### src/rtl/prog_clock_divider.sv
// Run-time programmable clock divider: divides clk by 2*N, square or single-pulse output.
// A shadowed divisor/mode is applied only at a period boundary or while disabled.
module prog_clock_divider #(
  parameter int unsigned CNT_W        = 8,
  parameter int unsigned DIV_DEFAULT  = 2,
  parameter bit          MODE_DEFAULT = 1'b0
) (
  input  logic             clk,
  input  logic             reset,
  input  logic             en,
  input  logic [CNT_W-1:0] div_in,
  input  logic             mode_in,
  input  logic             div_load,
  output logic             div_ack,
  output logic             div_err,
  output logic             clk_out,
  output logic             tick_rise,
  output logic             tick_fall,
  output logic             pending
);

  logic [CNT_W-1:0] cnt_q, cnt_d;
  logic             phase_q, phase_d;
  logic             clk_out_q, clk_out_d;
  logic             tick_rise_q, tick_rise_d;
  logic             tick_fall_q, tick_fall_d;
  logic             div_ack_q, div_ack_d;
  logic             div_err_q, div_err_d;
  logic             pending_q, pending_d;
  logic [CNT_W-1:0] n_act_q, n_act_d;
  logic             mode_act_q, mode_act_d;
  logic [CNT_W-1:0] sh_div_q, sh_div_d;
  logic             sh_mode_q, sh_mode_d;

  logic             load_ok;
  logic             terminal;
  logic             boundary;
  logic             apply;

  // Next-state: counting, phase/strobe generation and shadow handling.
  always_comb begin
    cnt_d       = cnt_q;
    phase_d     = phase_q;
    clk_out_d   = 1'b0;
    tick_rise_d = 1'b0;
    tick_fall_d = 1'b0;
    div_ack_d   = 1'b0;
    div_err_d   = 1'b0;
    pending_d   = pending_q;
    n_act_d     = n_act_q;
    mode_act_d  = mode_act_q;
    sh_div_d    = sh_div_q;
    sh_mode_d   = sh_mode_q;

    load_ok  = div_load && (div_in != '0);
    terminal = (cnt_q == n_act_q - CNT_W'(1));
    boundary = en && terminal && phase_q;
    apply    = (!en || boundary) && (pending_q || load_ok);

    div_err_d = div_load && (div_in == '0);

    if (!en) begin
      cnt_d   = '0;
      phase_d = 1'b0;
    end else if (terminal) begin
      cnt_d       = '0;
      phase_d     = !phase_q;
      tick_rise_d = !phase_q;
      tick_fall_d = phase_q && !mode_act_q;
    end else begin
      cnt_d = cnt_q + CNT_W'(1);
    end

    if (en) begin
      clk_out_d = mode_act_q ? tick_rise_d : phase_d;
    end

    // A load arriving on the applying edge bypasses the shadow.
    if (apply) begin
      n_act_d    = load_ok ? div_in  : sh_div_q;
      mode_act_d = load_ok ? mode_in : sh_mode_q;
      cnt_d      = '0;
      phase_d    = 1'b0;
      pending_d  = 1'b0;
      div_ack_d  = 1'b1;
    end else if (load_ok) begin
      sh_div_d  = div_in;
      sh_mode_d = mode_in;
      pending_d = 1'b1;
    end
  end

  always_ff @(posedge clk) begin
    if (reset) begin
      cnt_q       <= '0;
      phase_q     <= 1'b0;
      clk_out_q   <= 1'b0;
      tick_rise_q <= 1'b0;
      tick_fall_q <= 1'b0;
      div_ack_q   <= 1'b0;
      div_err_q   <= 1'b0;
      pending_q   <= 1'b0;
      n_act_q     <= CNT_W'(DIV_DEFAULT);
      mode_act_q  <= MODE_DEFAULT;
      sh_div_q    <= CNT_W'(DIV_DEFAULT);
      sh_mode_q   <= MODE_DEFAULT;
    end else begin
      cnt_q       <= cnt_d;
      phase_q     <= phase_d;
      clk_out_q   <= clk_out_d;
      tick_rise_q <= tick_rise_d;
      tick_fall_q <= tick_fall_d;
      div_ack_q   <= div_ack_d;
      div_err_q   <= div_err_d;
      pending_q   <= pending_d;
      n_act_q     <= n_act_d;
      mode_act_q  <= mode_act_d;
      sh_div_q    <= sh_div_d;
      sh_mode_q   <= sh_mode_d;
    end
  end

  assign clk_out   = clk_out_q;
  assign tick_rise = tick_rise_q;
  assign tick_fall = tick_fall_q;
  assign div_ack   = div_ack_q;
  assign div_err   = div_err_q;
  assign pending   = pending_q;

endmodule

### config.mk
export PLATFORM = sky130hd
export DESIGN_NAME = prog_clock_divider
export DESIGN_NICKNAME = d
export VERILOG_FILES = /design/src/rtl/prog_clock_divider.sv
export SDC_FILE = /design/constraint.sdc
export NUM_CORES = 1
export LEC_CHECK = 0
export ABC_AREA = 1
export BUFFER_PORTS_ARGS = -buffer_cell sky130_fd_sc_hd__buf_2
export CORE_UTILIZATION = 24
export DETAILED_ROUTE_END_ITERATION = 12
export GPL_TIMING_DRIVEN = 0
export REMOVE_ABC_BUFFERS = 1
export SYNTH_ARGS = -nofsm -noshare
export SYNTH_HDL_FRONTEND = slang
export SYNTH_SLANG_ARGS = --single-unit
export TNS_END_PERCENT = 20
### constraint.sdc
create_clock -name clk -period 2.5 [get_ports clk]
set_input_delay 0.125 -clock clk [delete_from_list [all_inputs] [get_ports clk]]
set_output_delay 0.125 -clock clk [all_outputs]
set_load 0.01 [all_outputs]
==> reports/metrics.csv <==
metric,value,unit
status,"complete, no violations",
Ys Warns,0,
full die area,0.00783,mm²
cell type with the largest total area after synthesis,dfxtp_1,
CTS tree,built,
Initial DRC Count,54,
Worst-Skew Late Latency,0.29,ns
Tmin final,2.18,ns
worst-path fanout max,21,
met3 wire length,93,µm
TritonCTS buffer count,5,
Synth async-reset ratio,0,%
total power density per cell area,552,mW/mm²
CTS Buffer Depth,2,
ANT cells,0,
Post-DRT Antenna Nets,0,
combinational family with the most area after synthesis,simple AND/OR/NAND/NOR gates,
mux share of post-synthesis cell area,0,%
Inst Count DP,348,
number of global-route vias before repair,1359,
drt via density,4.36,
Max Used Layer,met4,
layout cell share with drive strength beyond 1,22.1,%
switching power,0.332,mW
Synth-to-Final Area Change,14.7,%
Cell Int Power,0.805,mW
Starting Density,24.8,%
filler cell count,800,
leakage,0.926,nW
CTS H-tree depth,2,
register area share after synthesis,36.8,%
final RePlAce weighted congestion,0.743,
largest net degree at the start of global routing,40,
"top cells by count, synth","nand2_1, dfxtp_1, nand3_1",
Met1 Wirelength,1.71,mm
first-pass GRT wire length,5.81,mm
Synth Area in XOR/XNOR,3.90,%
crit start category,flip-flop,
initial antenna violation count,0,
final wirelength,3.36,mm
Vias,1557,
Die W,88.5,µm
drt first pass iters,4,
Worst EP arrival,2.34,ns
Setup Skew,0.0128,ns
RSZ-0062 raised after global routing,no,
Clk pwr share,34.7,%
Final Hold Fails,0,
Setup crit end kind,flip-flop,
post-synthesis adder-cell area fraction,2.09,%
DP Area,0.00194,mm²
drc violations,0,
All-Layer GR Usage,9.50,%
Synth area leaders,"dfxtp_1, nand2_1, nand3_2",
pins over their slew limit,0,
core area,0.00725,mm²
"Top FF cell, synth",dfxtp_1,
Sw Share,29.2,%
top-count cell post-synth,nand2_1,
Worst Path Required,2.67,ns
Gate Count Post-Synth,241,
final instance area,0.00206,mm²
share of power burned in registers,49.7,%
Post-Layout Cell Count,357,
Worst Tran Pin Value,0.799,ns
total power,1.14,mW
final hold slack,0.0308,ns
dpl ws,0.180,ns
CTS Root Buffer Type,clkbuf_8,
setup ws final,0.325,ns
FMAX,0.460,GHz
detailed-route wire length per cell,9.40,µm
Detailed Place HPWL,2.41,mm
Synth Register Bits,33,
Post-synth EDFFs,0,
peak supply drop,0.245,mV
Mapped Area,0.00180,mm²
clock-pin slew on the worst setup and hold paths,0.07,ns
WS Path Type,reg2reg,
top cell type's share of synthesized area,36.8,%
Simple-Gate Fraction of Synth Area,47.2,%
Hold Buf Count CTS,0,
Die Ht,88.5,µm
clock sink count,33,
metal2 WL,1.50,mm
period utilisation layout,87.0,%
slew margin rel.,46.7,%
number of port buffers,18,
row cnt,31,
gr ovfl total,0,
Combinational Power Share,15.6,%
worst hold path class,in2reg,
syn avg cell area,7.45,µm²
Final #Nets,273,
setup_tns,0,ns
maxcap violations,0,
Top Ports,19,
fin util,28.4,%
final setup fails,0,
largest registers,"cnt_q: 8 flops, n_act_q: 8 flops, sh_div_q: 8 flops",
Synth Area in Compound Gates,1.95,%
count of cell types in the netlist,27,
cell families after synthesis:
family | Yosys count
buf+inv | 29
flops | 33
compound gates | 6
fa+ha+maj | 3
xor+xnor | 8
simple gates | 162
power groups by stage:
stage | clock network, mW | logic (mW) | registers, mW
after global placement | 0 | 0.168 | 0.577
after CTS | 0.412 | 0.172 | 0.565
after detailed placement | 0 | 0.171 | 0.578
after global routing | 0.430 | 0.201 | 0.568
final | 0.395 | 0.177 | 0.565
after floorplan | 0 | 0.126 | 0.575
critical path, stage by stage, from the launching register on:
cell	delay, ns
dfxtp_1	0.43
inv_2	0.08
ha_1	0.27
nand2_1	0.09
inv_1	0.05
nor2_1	0.08
nand2_1	0.06
nand2_1	0.08
nand3_1	0.09
nor2_2	0.14
nand3_2	0.13
nand2_4	0.22
nand2_8	0.19
nand2_2	0.09
nand3_1	0.06
per-layer routing:
metal | vias up | global-route usage (%)
met4 | 0 | 4.40
met3 | 6 | 2.80
li1 | 828 | -
met2 | 21 | 15.5
met1 | 702 | 11.5
met5 | - | 0
layout make-up:
type | count | area [µm²] | area share [%]
Sequential cell | 33 | 661 | 32.1
Multi-Input combinational cell | 179 | 1000 | 48.5
Timing Repair Buffer | 19 | 118 | 5.71
Inverter | 19 | 71.3 | 3.46
Tap cell | 99 | 124 | 6.01
Clock buffer | 5 | 68.8 | 3.34
Clock inverter | 3 | 17.5 | 0.851
layout by cell type (no fill, tap or decap), types with 3 or more instances in the layout:
master     n
buf_2     18
clkbuf_8   5
dfxtp_1   33
ha_1       3
inv_1     17
nand2_1   68
nand2_2    3
nand2_4    3
nand3_1   22
nand3_2   16
nand4_1   19
nor2_1    19
nor2_2     5
xnor2_1    6
timing repair:
action / CTS / global route
setup endpoints to repair: 0 / 7
gates resized for setup: 0 / 1
hold endpoints to repair: 0 / 0
setup buffers: 0 / 0
final timing paths:
check	start	to	slack (ns)	depth (start not counted)
worst min register to register	sh_div_q[3]	sh_div_q[3]	0.48	2
worst min-delay path	reset	div_ack	0.03	2
worst max-delay path	n_act_q[0]	n_act_q[1]	0.32	14
worst max register to register	n_act_q[0]	n_act_q[1]	0.32	14
Note: power is estimated with default switching activity, not from simulation.
